### src/rtl/vscale_hpm_counters_pkg.sv
// vscale_hpm_counters_pkg: shared widths, CSR encodings and HPM defaults for the counter block
package vscale_hpm_counters_pkg;
    localparam int CSR_ADDR_WIDTH = 12;
    localparam int CSR_CMD_WIDTH = 3;
    localparam int XPR_LEN = 32;
    localparam int PRV_WIDTH = 2;
    localparam int HTIF_PCR_WIDTH = 64;
    localparam logic [CSR_CMD_WIDTH-1:0] CSR_WRITE = 3'd5;
    localparam logic [CSR_CMD_WIDTH-1:0] CSR_SET = 3'd6;
    localparam logic [CSR_CMD_WIDTH-1:0] CSR_CLEAR = 3'd7;
    localparam logic [CSR_ADDR_WIDTH-1:0] HPM_CNT_BASE = 12'hB03;
    localparam logic [CSR_ADDR_WIDTH-1:0] HPM_CNT_H_BASE = 12'hB83;
    localparam logic [CSR_ADDR_WIDTH-1:0] HPM_EVT_BASE = 12'h323;
    localparam logic [CSR_ADDR_WIDTH-1:0] HPM_INHIBIT_ADDR = 12'h320;
    localparam logic [CSR_ADDR_WIDTH-1:0] HPM_OVF_ADDR = 12'h7C0;
    localparam logic [CSR_ADDR_WIDTH-1:0] HPM_OVF_IE_ADDR = 12'h7C1;
    typedef enum logic {HPM_FSM_IDLE, HPM_FSM_WAIT} hpm_fsm_t;
    function automatic logic [XPR_LEN-1:0] csr_wr_val(input logic [CSR_CMD_WIDTH-1:0] cmd,
                                                      input logic [XPR_LEN-1:0] old, src);
        return cmd == CSR_SET ? old | src : cmd == CSR_CLEAR ? old & ~src : src;
    endfunction
endpackage

### src/rtl/vscale_hpm_counters_if.sv
// vscale_hpm_counters_if: host request/response port of the HPM block
interface vscale_hpm_counters_if;
    import vscale_hpm_counters_pkg::*;
    logic req_valid, req_ready, req_rw;
    logic [CSR_ADDR_WIDTH-1:0] req_addr;
    logic [HTIF_PCR_WIDTH-1:0] req_data, resp_data;
    logic resp_valid, resp_ready;
    modport master (output req_valid, req_rw, req_addr, req_data, resp_ready,
                    input req_ready, resp_valid, resp_data);
    modport slave (input req_valid, req_rw, req_addr, req_data, resp_ready,
                   output req_ready, resp_valid, resp_data);
endinterface

### src/rtl/vscale_hpm_counter.sv
// vscale_hpm_counter: one event counter with selectable event, inhibit, split-word write and wrap pulse
module vscale_hpm_counter
    import vscale_hpm_counters_pkg::*;
#(
    parameter int CNT_WIDTH = 64,
    parameter int NUM_EVENTS = 8,
    parameter int SEL_W = 3
) (
    input  logic clk,
    input  logic reset,
    input  logic [NUM_EVENTS-1:0] events,
    input  logic [SEL_W-1:0] sel,
    input  logic inhibit,
    input  logic wen_lo,
    input  logic wen_hi,
    input  logic [XPR_LEN-1:0] wdata,
    output logic [CNT_WIDTH-1:0] count,
    output logic wrap
);
    localparam int EV_W = 1 << SEL_W;
    localparam int HI_W = CNT_WIDTH - XPR_LEN;
    // zero padding makes selectors beyond NUM_EVENTS count nothing
    logic [EV_W-1:0] ev_pad;
    logic inc;
    assign ev_pad = EV_W'(events);
    assign inc = ev_pad[sel] && !inhibit;
    assign wrap = inc && &count && !wen_lo && !wen_hi;
    always_ff @(posedge clk) begin
        if (reset) count <= '0;
        else if (wen_lo) count[XPR_LEN-1:0] <= wdata;
        else if (wen_hi) count[CNT_WIDTH-1:XPR_LEN] <= wdata[HI_W-1:0];
        else count <= count + CNT_WIDTH'(inc);
    end
endmodule

### src/rtl/vscale_hpm_counters.sv
// vscale_hpm_counters: machine-mode performance counters behind the CSR port and a host port
module vscale_hpm_counters
    import vscale_hpm_counters_pkg::*;
#(
    parameter int NUM_COUNTERS = 4,
    parameter int CNT_WIDTH = 64,
    parameter int NUM_EVENTS = 8,
    parameter logic [CSR_ADDR_WIDTH-1:0] CNT_BASE = HPM_CNT_BASE,
    parameter logic [CSR_ADDR_WIDTH-1:0] CNT_H_BASE = HPM_CNT_H_BASE,
    parameter logic [CSR_ADDR_WIDTH-1:0] EVT_BASE = HPM_EVT_BASE,
    parameter logic [CSR_ADDR_WIDTH-1:0] INHIBIT_ADDR = HPM_INHIBIT_ADDR,
    parameter logic [CSR_ADDR_WIDTH-1:0] OVF_ADDR = HPM_OVF_ADDR,
    parameter logic [CSR_ADDR_WIDTH-1:0] OVF_IE_ADDR = HPM_OVF_IE_ADDR
) (
    input  logic clk,
    input  logic reset,
    input  logic [CSR_ADDR_WIDTH-1:0] addr,
    input  logic [CSR_CMD_WIDTH-1:0] cmd,
    input  logic [XPR_LEN-1:0] wdata,
    input  logic [PRV_WIDTH-1:0] prv,
    output logic [XPR_LEN-1:0] csr_rdata,
    output logic hit,
    output logic illegal_access,
    input  logic [NUM_EVENTS-1:0] events,
    output logic ovf_irq,
    vscale_hpm_counters_if.slave host
);
    localparam int N = NUM_COUNTERS;
    localparam int SEL_W = NUM_EVENTS > 1 ? $clog2(NUM_EVENTS) : 1;
    logic [CNT_WIDTH-1:0] count [N];
    logic [SEL_W-1:0] sel [N];
    logic [N-1:0] inhibit, ovf, ovf_ie, wrap, ovf_next, ovf_ie_next;
    hpm_fsm_t state, state_next;
    logic sys_wen, host_fire, wen;
    logic [CSR_ADDR_WIDTH-1:0] w_addr;
    logic [XPR_LEN-1:0] w_val;
    logic [HTIF_PCR_WIDTH-1:0] resp_data;
    logic unused_host_bits;

    function automatic logic [XPR_LEN-1:0] rd(input logic [CSR_ADDR_WIDTH-1:0] a);
        logic [XPR_LEN-1:0] r = '0;
        for (int i = 0; i < N; i++) begin
            if (a == CNT_BASE + 12'(i)) r = count[i][XPR_LEN-1:0];
            if (a == CNT_H_BASE + 12'(i)) r = XPR_LEN'(count[i][CNT_WIDTH-1:XPR_LEN]);
            if (a == EVT_BASE + 12'(i)) r = XPR_LEN'(sel[i]);
        end
        if (a == INHIBIT_ADDR) r = XPR_LEN'(inhibit);
        if (a == OVF_ADDR) r = XPR_LEN'(ovf);
        if (a == OVF_IE_ADDR) r = XPR_LEN'(ovf_ie);
        return r;
    endfunction

    function automatic logic decodes(input logic [CSR_ADDR_WIDTH-1:0] a);
        logic d = a == INHIBIT_ADDR || a == OVF_ADDR || a == OVF_IE_ADDR;
        for (int i = 0; i < N; i++)
            d |= a == CNT_BASE + 12'(i) || a == CNT_H_BASE + 12'(i) || a == EVT_BASE + 12'(i);
        return d;
    endfunction

    assign csr_rdata = rd(addr);
    assign hit = decodes(addr);
    assign illegal_access = cmd[2] && hit && ((|cmd[1:0] && addr[11:10] == 2'b11) || addr[9:8] > prv);
    assign sys_wen = cmd[2] && |cmd[1:0] && hit && !illegal_access;
    assign host.req_ready = state == HPM_FSM_IDLE && !sys_wen;
    assign host.resp_valid = state == HPM_FSM_WAIT;
    assign host.resp_data = resp_data;
    assign host_fire = host.req_valid && host.req_ready;
    // one shared write port: the host only gets it when the pipeline is not writing
    assign wen = sys_wen || (host_fire && host.req_rw);
    assign w_addr = sys_wen ? addr : host.req_addr;
    assign w_val = csr_wr_val(sys_wen ? cmd : CSR_WRITE, rd(w_addr), sys_wen ? wdata : host.req_data[XPR_LEN-1:0]);
    assign unused_host_bits = ^host.req_data[HTIF_PCR_WIDTH-1:XPR_LEN];

    for (genvar i = 0; i < N; i++) begin : g_cnt
        vscale_hpm_counter #(.CNT_WIDTH(CNT_WIDTH), .NUM_EVENTS(NUM_EVENTS), .SEL_W(SEL_W)) u_cnt (
            .clk(clk),
            .reset(reset),
            .events(events),
            .sel(sel[i]),
            .inhibit(inhibit[i]),
            .wen_lo(wen && w_addr == CNT_BASE + 12'(i)),
            .wen_hi(wen && w_addr == CNT_H_BASE + 12'(i)),
            .wdata(w_val),
            .count(count[i]),
            .wrap(wrap[i])
        );
    end

    // hardware overflow wins over a simultaneous software write of the same bit
    assign ovf_next = (wen && w_addr == OVF_ADDR ? w_val[N-1:0] : ovf) | wrap;
    assign ovf_ie_next = wen && w_addr == OVF_IE_ADDR ? w_val[N-1:0] : ovf_ie;

    always_ff @(posedge clk) begin
        if (reset) begin
            for (int i = 0; i < N; i++) sel[i] <= '0;
            inhibit <= '1;
            ovf <= '0;
            ovf_ie <= '0;
            ovf_irq <= 1'b0;
            resp_data <= '0;
        end else begin
            for (int i = 0; i < N; i++) if (wen && w_addr == EVT_BASE + 12'(i)) sel[i] <= w_val[SEL_W-1:0];
            if (wen && w_addr == INHIBIT_ADDR) inhibit <= w_val[N-1:0];
            ovf <= ovf_next;
            ovf_ie <= ovf_ie_next;
            ovf_irq <= |(ovf_next & ovf_ie_next);
            if (host_fire) resp_data <= HTIF_PCR_WIDTH'(rd(host.req_addr));
        end
    end

    always_ff @(posedge clk) state <= reset ? HPM_FSM_IDLE : state_next;

    always_comb begin
        state_next = state;
        state_next = state == HPM_FSM_IDLE ? (host_fire ? HPM_FSM_WAIT : HPM_FSM_IDLE)
                                           : (host.resp_ready ? HPM_FSM_IDLE : HPM_FSM_WAIT);
    end
endmodule

### src/flat_wrapper.sv
// flat-port wrapper written by rule: the top's interface ports become plain ports
module vscale_hpm_counters_flat import vscale_hpm_counters_pkg::*;
#(
    parameter int NUM_COUNTERS = 4,
    parameter int CNT_WIDTH = 64,
    parameter int NUM_EVENTS = 8,
    parameter logic [CSR_ADDR_WIDTH-1:0] CNT_BASE = HPM_CNT_BASE,
    parameter logic [CSR_ADDR_WIDTH-1:0] CNT_H_BASE = HPM_CNT_H_BASE,
    parameter logic [CSR_ADDR_WIDTH-1:0] EVT_BASE = HPM_EVT_BASE,
    parameter logic [CSR_ADDR_WIDTH-1:0] INHIBIT_ADDR = HPM_INHIBIT_ADDR,
    parameter logic [CSR_ADDR_WIDTH-1:0] OVF_ADDR = HPM_OVF_ADDR,
    parameter logic [CSR_ADDR_WIDTH-1:0] OVF_IE_ADDR = HPM_OVF_IE_ADDR
)
  (clk, reset, addr, cmd, wdata, prv, csr_rdata, hit, illegal_access, events, ovf_irq, host_req_valid, host_req_rw, host_req_addr, host_req_data, host_resp_ready, host_req_ready, host_resp_valid, host_resp_data);
  vscale_hpm_counters_if host_i ();
  input  logic clk;
  input  logic reset;
  input  logic [CSR_ADDR_WIDTH-1:0] addr;
  input  logic [CSR_CMD_WIDTH-1:0] cmd;
  input  logic [XPR_LEN-1:0] wdata;
  input  logic [PRV_WIDTH-1:0] prv;
  output logic [XPR_LEN-1:0] csr_rdata;
  output logic hit;
  output logic illegal_access;
  input  logic [NUM_EVENTS-1:0] events;
  output logic ovf_irq;
  input wire logic [$bits(host_i.req_valid)-1:0] host_req_valid;
  input wire logic [$bits(host_i.req_rw)-1:0] host_req_rw;
  input wire logic [$bits(host_i.req_addr)-1:0] host_req_addr;
  input wire logic [$bits(host_i.req_data)-1:0] host_req_data;
  input wire logic [$bits(host_i.resp_ready)-1:0] host_resp_ready;
  output wire logic [$bits(host_i.req_ready)-1:0] host_req_ready;
  output wire logic [$bits(host_i.resp_valid)-1:0] host_resp_valid;
  output wire logic [$bits(host_i.resp_data)-1:0] host_resp_data;
  assign host_i.req_valid = host_req_valid;
  assign host_i.req_rw = host_req_rw;
  assign host_i.req_addr = host_req_addr;
  assign host_i.req_data = host_req_data;
  assign host_i.resp_ready = host_resp_ready;
  assign host_req_ready = host_i.req_ready;
  assign host_resp_valid = host_i.resp_valid;
  assign host_resp_data = host_i.resp_data;
  vscale_hpm_counters #(.NUM_COUNTERS(NUM_COUNTERS), .CNT_WIDTH(CNT_WIDTH), .NUM_EVENTS(NUM_EVENTS), .CNT_BASE(CNT_BASE), .CNT_H_BASE(CNT_H_BASE), .EVT_BASE(EVT_BASE), .INHIBIT_ADDR(INHIBIT_ADDR), .OVF_ADDR(OVF_ADDR), .OVF_IE_ADDR(OVF_IE_ADDR)) u_core (.clk(clk), .reset(reset), .addr(addr), .cmd(cmd), .wdata(wdata), .prv(prv), .csr_rdata(csr_rdata), .hit(hit), .illegal_access(illegal_access), .events(events), .ovf_irq(ovf_irq), .host(host_i));
endmodule
### config.mk
export PLATFORM = sky130hd
export DESIGN_NAME = vscale_hpm_counters_flat
export DESIGN_NICKNAME = d
export VERILOG_FILES = /design/src/rtl/vscale_hpm_counters_pkg.sv /design/src/rtl/vscale_hpm_counters_if.sv /design/src/rtl/vscale_hpm_counter.sv /design/src/rtl/vscale_hpm_counters.sv /design/src/flat_wrapper.sv
export SDC_FILE = /design/constraint.sdc
export NUM_CORES = 2
export LEC_CHECK = 0
export ABC_AREA = 1
export BUFFER_PORTS_ARGS = -buffer_cell sky130_fd_sc_hd__buf_2
export CAP_MARGIN = 20
export CORE_UTILIZATION = 40
export CTS_BUF_LIST = sky130_fd_sc_hd__clkbuf_4
export DETAILED_ROUTE_END_ITERATION = 10
export SLEW_MARGIN = 40
export SYNTH_ARGS = -nofsm -noshare
export SYNTH_HDL_FRONTEND = slang
export SYNTH_SLANG_ARGS = --single-unit
### constraint.sdc
create_clock -name clk -period 7.1 [get_ports clk]
set_input_delay 0 -clock clk [delete_from_list [all_inputs] [get_ports clk]]
set_output_delay 0 -clock clk [all_outputs]
set_load 0.05 [all_outputs]
======== After elaboration in Yosys (flattened, before gate mapping) ========
Memories as Yosys holds them, arrays and structs flattened.
Cells that the tools add are included.
cells by class
  add/subtract/negate cells ............... 4
  magnitude comparators ................... 5
  equality and inequality tests ........... 52
  muxes and demuxes ....................... 93
  bitwise operators ....................... 14
  reduce and logical (&&, ||, !) cells .... 72
operator list
  cell                  count
  $mux 32               60
  $eq 12x12->1 const B  24
  $add 64x1->64         4
  $reduce_and 64->1     4
  $eq 12x10->1 const B  15
  $eq 12x11->1 const B  6
  $logic_and 1x1->1     40
  $and 32x32->32        1
  $not 32->32           1
  $or 32x32->32         1
  $mux 1                21
  $lt 3x4->1 const B    4
  $mux 3                5
  $logic_not 1->1       14
  $bmux 1 s3            4
  $logic_or 1x1->1      12
  $mux 12               1
  $mux 4                2
  $ne 2x2->1 const B    4
  $or 1x1->1            8
  $eq 3x3->1 const B    2
  $and 4x4->4           1
  $or 4x4->4            1
  $reduce_or 4->1       1
  4 further kinds       4
storage, ports and cells
  bits in registers ....................... 302
  bits in writable memories ............... 12
  bits of input ports ..................... 138
  output and inout bits ................... 101
  logic and storage cells ................. 255
  memories ................................ 1
memory list
  memory      words  width  rd ports  clocked after Yosys merged registers in  wr ports  RTL line                   RTL
  u_core.sel  4      3      4         0                                        4         vscale_hpm_counters.sv:31  logic [SEL_W-1:0] sel [N];

======== Logic depth before layout (Yosys ltp) ========
  word-level depth ........................ 35
  mapped depth ............................ 36
  mapped depth without buffers ............ 34

======== Modules after synthesis ========
From an unflattened synthesis, not the netlist that was laid out.
unflattened totals
  cells, all modules ...................... 5487
  area, all modules ....................... 31253.7 um2
by module, submodules not included
  module               times used  cells an instance  area each (um2)  sequential area each (um2)
  vscale_hpm_counter   4           855                4908.5           1281.2
  vscale_hpm_counters  1           2067               11619.9          1281.2

======== Least setup slack after synthesis ========
Ideal clock, no wire load.
  path kind ............................... flip-flop to flip-flop
  start ................................... mem u_core.sel[0][0]
  end ..................................... reg u_core.g_cnt[0].u_cnt.count[60]
  arrival time ............................ 3711 ps
  data required time ...................... 6972 ps
  path slack .............................. 3261 ps
  cell stages (with the launch flop) ...... 29
  path through ............................ edfxtp_1 > clkbuf_1 > a21oi_1 > o21ai_0 > o21ai_0 > o211ai_1 > inv_1 > ha_1 > ha_1 > inv_1 > nor2_1 > nand3_1 > nor2_1 > inv_1 > nor4_2 > nand3_1 > nor3_1 > nand2_1 > nor2_1 > nand2_1 > nor2_1 > nand2_1 > nor3_1 > nand2_1 > nor2_1 > xor2_1 > nand2_1 > o21ai_1 > a21oi_1
RTL lines
  item                           RTL line                   RTL
  start, declared                vscale_hpm_counters.sv:31
  end signal, assigned by index  vscale_hpm_counter.sv:30   else if (wen_lo) count[XPR_LEN-1:0] <= wdata;
  end signal, assigned by index  vscale_hpm_counter.sv:31   else if (wen_hi) count[CNT_WIDTH-1:XPR_LEN] <= wdata[HI_W-1:0];
  end signal, assigned           vscale_hpm_counter.sv:32   else count <= count + CNT_WIDTH'(inc);
  end, declared                  vscale_hpm_counter.sv:17   output logic [CNT_WIDTH-1:0] count,

==> results by group <==
CTS
  – Max Root-Sink Buffers: 3
  – Clk sinks: 314
  – # resized after CTS: 0
  – Later-pin clock latency in the skew report: ~960 ps
  – Root Buffer Master: clkbuf_4
  – CTS tree: yes
  – Setup Fix Bufs, Post-CTS: 0
  – Hold_buf cts: roughly 110
  – Clock slew at reported path FFs: 70 ps
  – Num CTS Buffers: 100
  – H-tree depth reported by CTS: 3

Worst setup path
  – Slowest stage delay, CP: 760 ps
  – CP Max Fanout: 9
  – FF-to-FF path depth: 26
  – Startpoint Class: register
  – R2R setup slack: 580 ps
  – FF-to-FF Start: u_core.sel[0][0]
  – WP data arrival: ~7300 ps
  – Critical Path End: u_core.g_cnt[0].u_cnt.count[59]
  – Crit. End Element: register
  – Worst flop-to-flop path endpoint: u_core.g_cnt[0].u_cnt.count[59]
  – CP top delay family: simple AND/OR/NAND/NOR gates
  – Crit Path Category: register to register
  – Crit. Startpoint: u_core.sel[0][0]
  – CP Buf/Inv Count: 6
  – Stages on worst setup path: 26
  – Slowest CP cell: nor4b_1
  – Worst path required time: 7920 ps

Final layout
  – Most frequent cells in the layout: 852 x nand2_1, 458 x a21oi_1, 401 x inv_1
  – Commonest non-fill, non-tap cell in the layout: nand2_1
  – Share of layout cells above drive strength 1: 0.124
  – Post-Layout Cell Count: slightly below 6,000
  – Final nets: 4,994
  – Post-Route Utilization: 0.460
  – Layout area overhead: 13.7%
  – Fill cells: between 7,000 and 8,000

Hold path
  – Path category of the worst min-delay check: primary input to register
  – HP Start: reset

Floorplanning
  – Die height: ~270 um
  – Initial Util: 0.405
  – Io pins: between 200 and 250
  – Core box area: 0.0716 mm2
  – Rows: 98
  – Die area: around 0.074 mm2
  – Chip width: about 270 um

Yosys
  – Top_reg_cell synth: dfxtp_1
  – Yosys warnings: 0
  – Synth unique cells: 66
  – Post-Synth XOR/XNOR Area: 0.0553
  – Simple-Gate Fraction of Synth Area: 0.291
  – FF+latch count, synth: 314
  – Combined area of all synthesized cells: 0.0290 mm2
  – Sequential area share after synthesis: 0.221
  – Synth Area in Adders: 0.00432
  – Post-synth EDFFs: 12
  – Asr flop ratio synth: 0
  – Syn avg cell area: 6.18 um2
  – Post-synthesis mux area share: 0.00177
  – Compound-cell area share of the yosys netlist: 0.316
  – Post-Syn Instances: between 4,000 and 5,000
  – Largest family of logic cells by synthesized area: compound AO/OA/AOI/OAI gates

Placement
  – Placed cells: around 5,600
  – DP Wirelength: between 100,000 and 150,000 um
  – Gpl congestion: slightly above 1
  – Pre-CTS WS: 1850 ps
  – I/O Buffers: 174

Detailed routing
  – DRC: 0
  – Drt initial violations: approximately 5,400
  – Via density per instance: ~6.3
  – Final WL: 160,000 um
  – Routed len/inst: ~27 um
  – Pre-antenna DRT Iters: 6
  – Via count: between 30,000 and 40,000
  – Antenna-violating nets left: 0

Status
  – Status: complete, no violations

Pwr
  – Comb pwr share: 0.088
  – Int Power: 2.93 mW
  – Worst-case vdd ir drop: between 0.1 and 0.15 mV
  – Flop pwr share: 0.422
  – PwrDens: 128 mW/mm2
  – Clk pwr share: 0.490
  – Sw Pwr: ~1.3 mW
  – Leakage: between 10 and 15 nW
  – Sw frac: 0.306

Timing
  – Final total negative setup slack: 0 ps
  – Slew HR: 0.385
  – Final Max Tran Viols: 0
  – Final Cycle Share: 0.918
  – Worst hold slack: approximately 34 ps
  – Endpoints failing setup: 0
  – Fin crit period: between 6000 and 7000 ps
  – Slew @ Worst Pin: roughly 920 ps
  – Clock skew after layout: 74.4 ps
  – Max Clock Freq: about 0.15 GHz
  – PnR worst setup slack: between 500 and 600 ps
  – RSZ-0062 raised after global routing: false
  – Final hold vios: 0

Global route
  – Initial antenna violation count: 5
  – Vias in the first global route: 34,100
  – Pin count of the biggest net entering global routing: 75
  – GRT Total Usage: 0.420
  – Total grt overflow: 0
  – Global-route wire length before repair: 231,000 um

Run
  – # Max-Cap Violations: 0
-- worst min-delay path, cell delays in order --
cell	delay, ps
dlygate4sd3_1	540
buf_6	240
a21oi_1	60
-- final cells by class --
type,instances,area [um2],share of cell area
diodes,8,20.0,0.000608
clock buffers,148,1110,0.0337
clock inverters,30,206,0.00627
inverters,450,1700,0.0515
multi-input cells,3609,19600,0.596
flip-flops and latches,314,6410,0.194
well taps,950,1190,0.0361
repair buffers,371,2670,0.0811
-- cell families (layout without fill, tap and decap cells) --
logic type	Yosys count	in the layout
compound gates	1512	1512
mux	5	5
other cells	1	40
buf+inv	799	999
simple gates	1867	1867
flops	314	314
fa+ha+maj	10	10
xor+xnor	183	183
-- cells in the mapped netlist, types with 5 or more instances --
master     number  area [um2]
dfxtp_1       302        6050
xor2_1        160        1400
clkbuf_1      268        1010
o211ai_1      297        2230
o22ai_1        23         144
buf_2          23         115
inv_2          32         120
inv_1         404        1520
o21ai_1       131         656
nor3_1        156         781
a31oi_1        45         282
a21oi_1       458        2290
o221ai_1       35         307
a2111oi_0      21         184
nand2_1       857        3220
a211oi_1       25         188
or2_2          35         219
o41ai_1        11        96.3
a221oi_1        8        70.1
nor2_4          9         101
o21ai_2         6        52.6
nor2_2         14        87.6
o2111ai_1      65         569
nand2_2        42         263
and3_1          5        31.3
edfxtp_1       12         360
nand3_1       173         866
a32oi_1         8        70.1
nor2_1        349        1310
nor4_1         85         532
ha_1           10         125
buf_4          34         255
xnor2_1        23         201
o21ai_0       350        1750
a311oi_1       14         123
clkinv_1       14        52.6
buf_1          19        71.3
nand4_1       107         669
-- state kept, by name (all words and copies together) (netlist names) --
name / cells
u_core.g_cnt.u_cnt.count: 256
u_core.host.resp_data: 32
u_core.sel: 12
u_core.host.resp_valid: 1
u_core.ovf_ie: 4
u_core.inhibit: 4
u_core.ovf_irq: 1
u_core.ovf: 4
-- power groups by stage --
stage	clock network (mW)	logic, mW	registers (mW)
floorplan	0	0.189	1.82
global placement	0	0.307	1.82
detailed placement	0	0.309	1.82
CTS	2.08	0.355	1.78
global route	2.18	0.387	1.78
finish	2.07	0.373	1.78
-- routing by layer --
metal | share of wire | track usage | vias to the layer above
met3 | 0.12 | 0.105 | 446
met2 | 0.42 | 0.621 | 2519
met4 | 0.060 | 0.219 | 6
met1 | 0.41 | 0.560 | 17400
li1 | - | - | 16800
met5 | 0.00024 | 0 | -
-- worst min path at each step --
stage                                           end  depth (start not counted)
detailed placement           u_core.host.resp_valid                          3
global route         u_core.g_cnt[2].u_cnt.count[7]                          3
finish               u_core.g_cnt[2].u_cnt.count[2]                          3
floorplan                    u_core.host.resp_valid                          2
CTS                 u_core.g_cnt[2].u_cnt.count[25]                          6
global placement             u_core.host.resp_valid                          3
-- metrics by stage --
step,area (um2),total power [mW]
after global placement,30400,2.13
after floorplan,29100,2.01
after CTS,32900,4.21
after global routing,32900,4.34
final,32900,4.22
after detailed placement,30500,2.13
No activity file was read; power rests on OpenSTA's default activity.
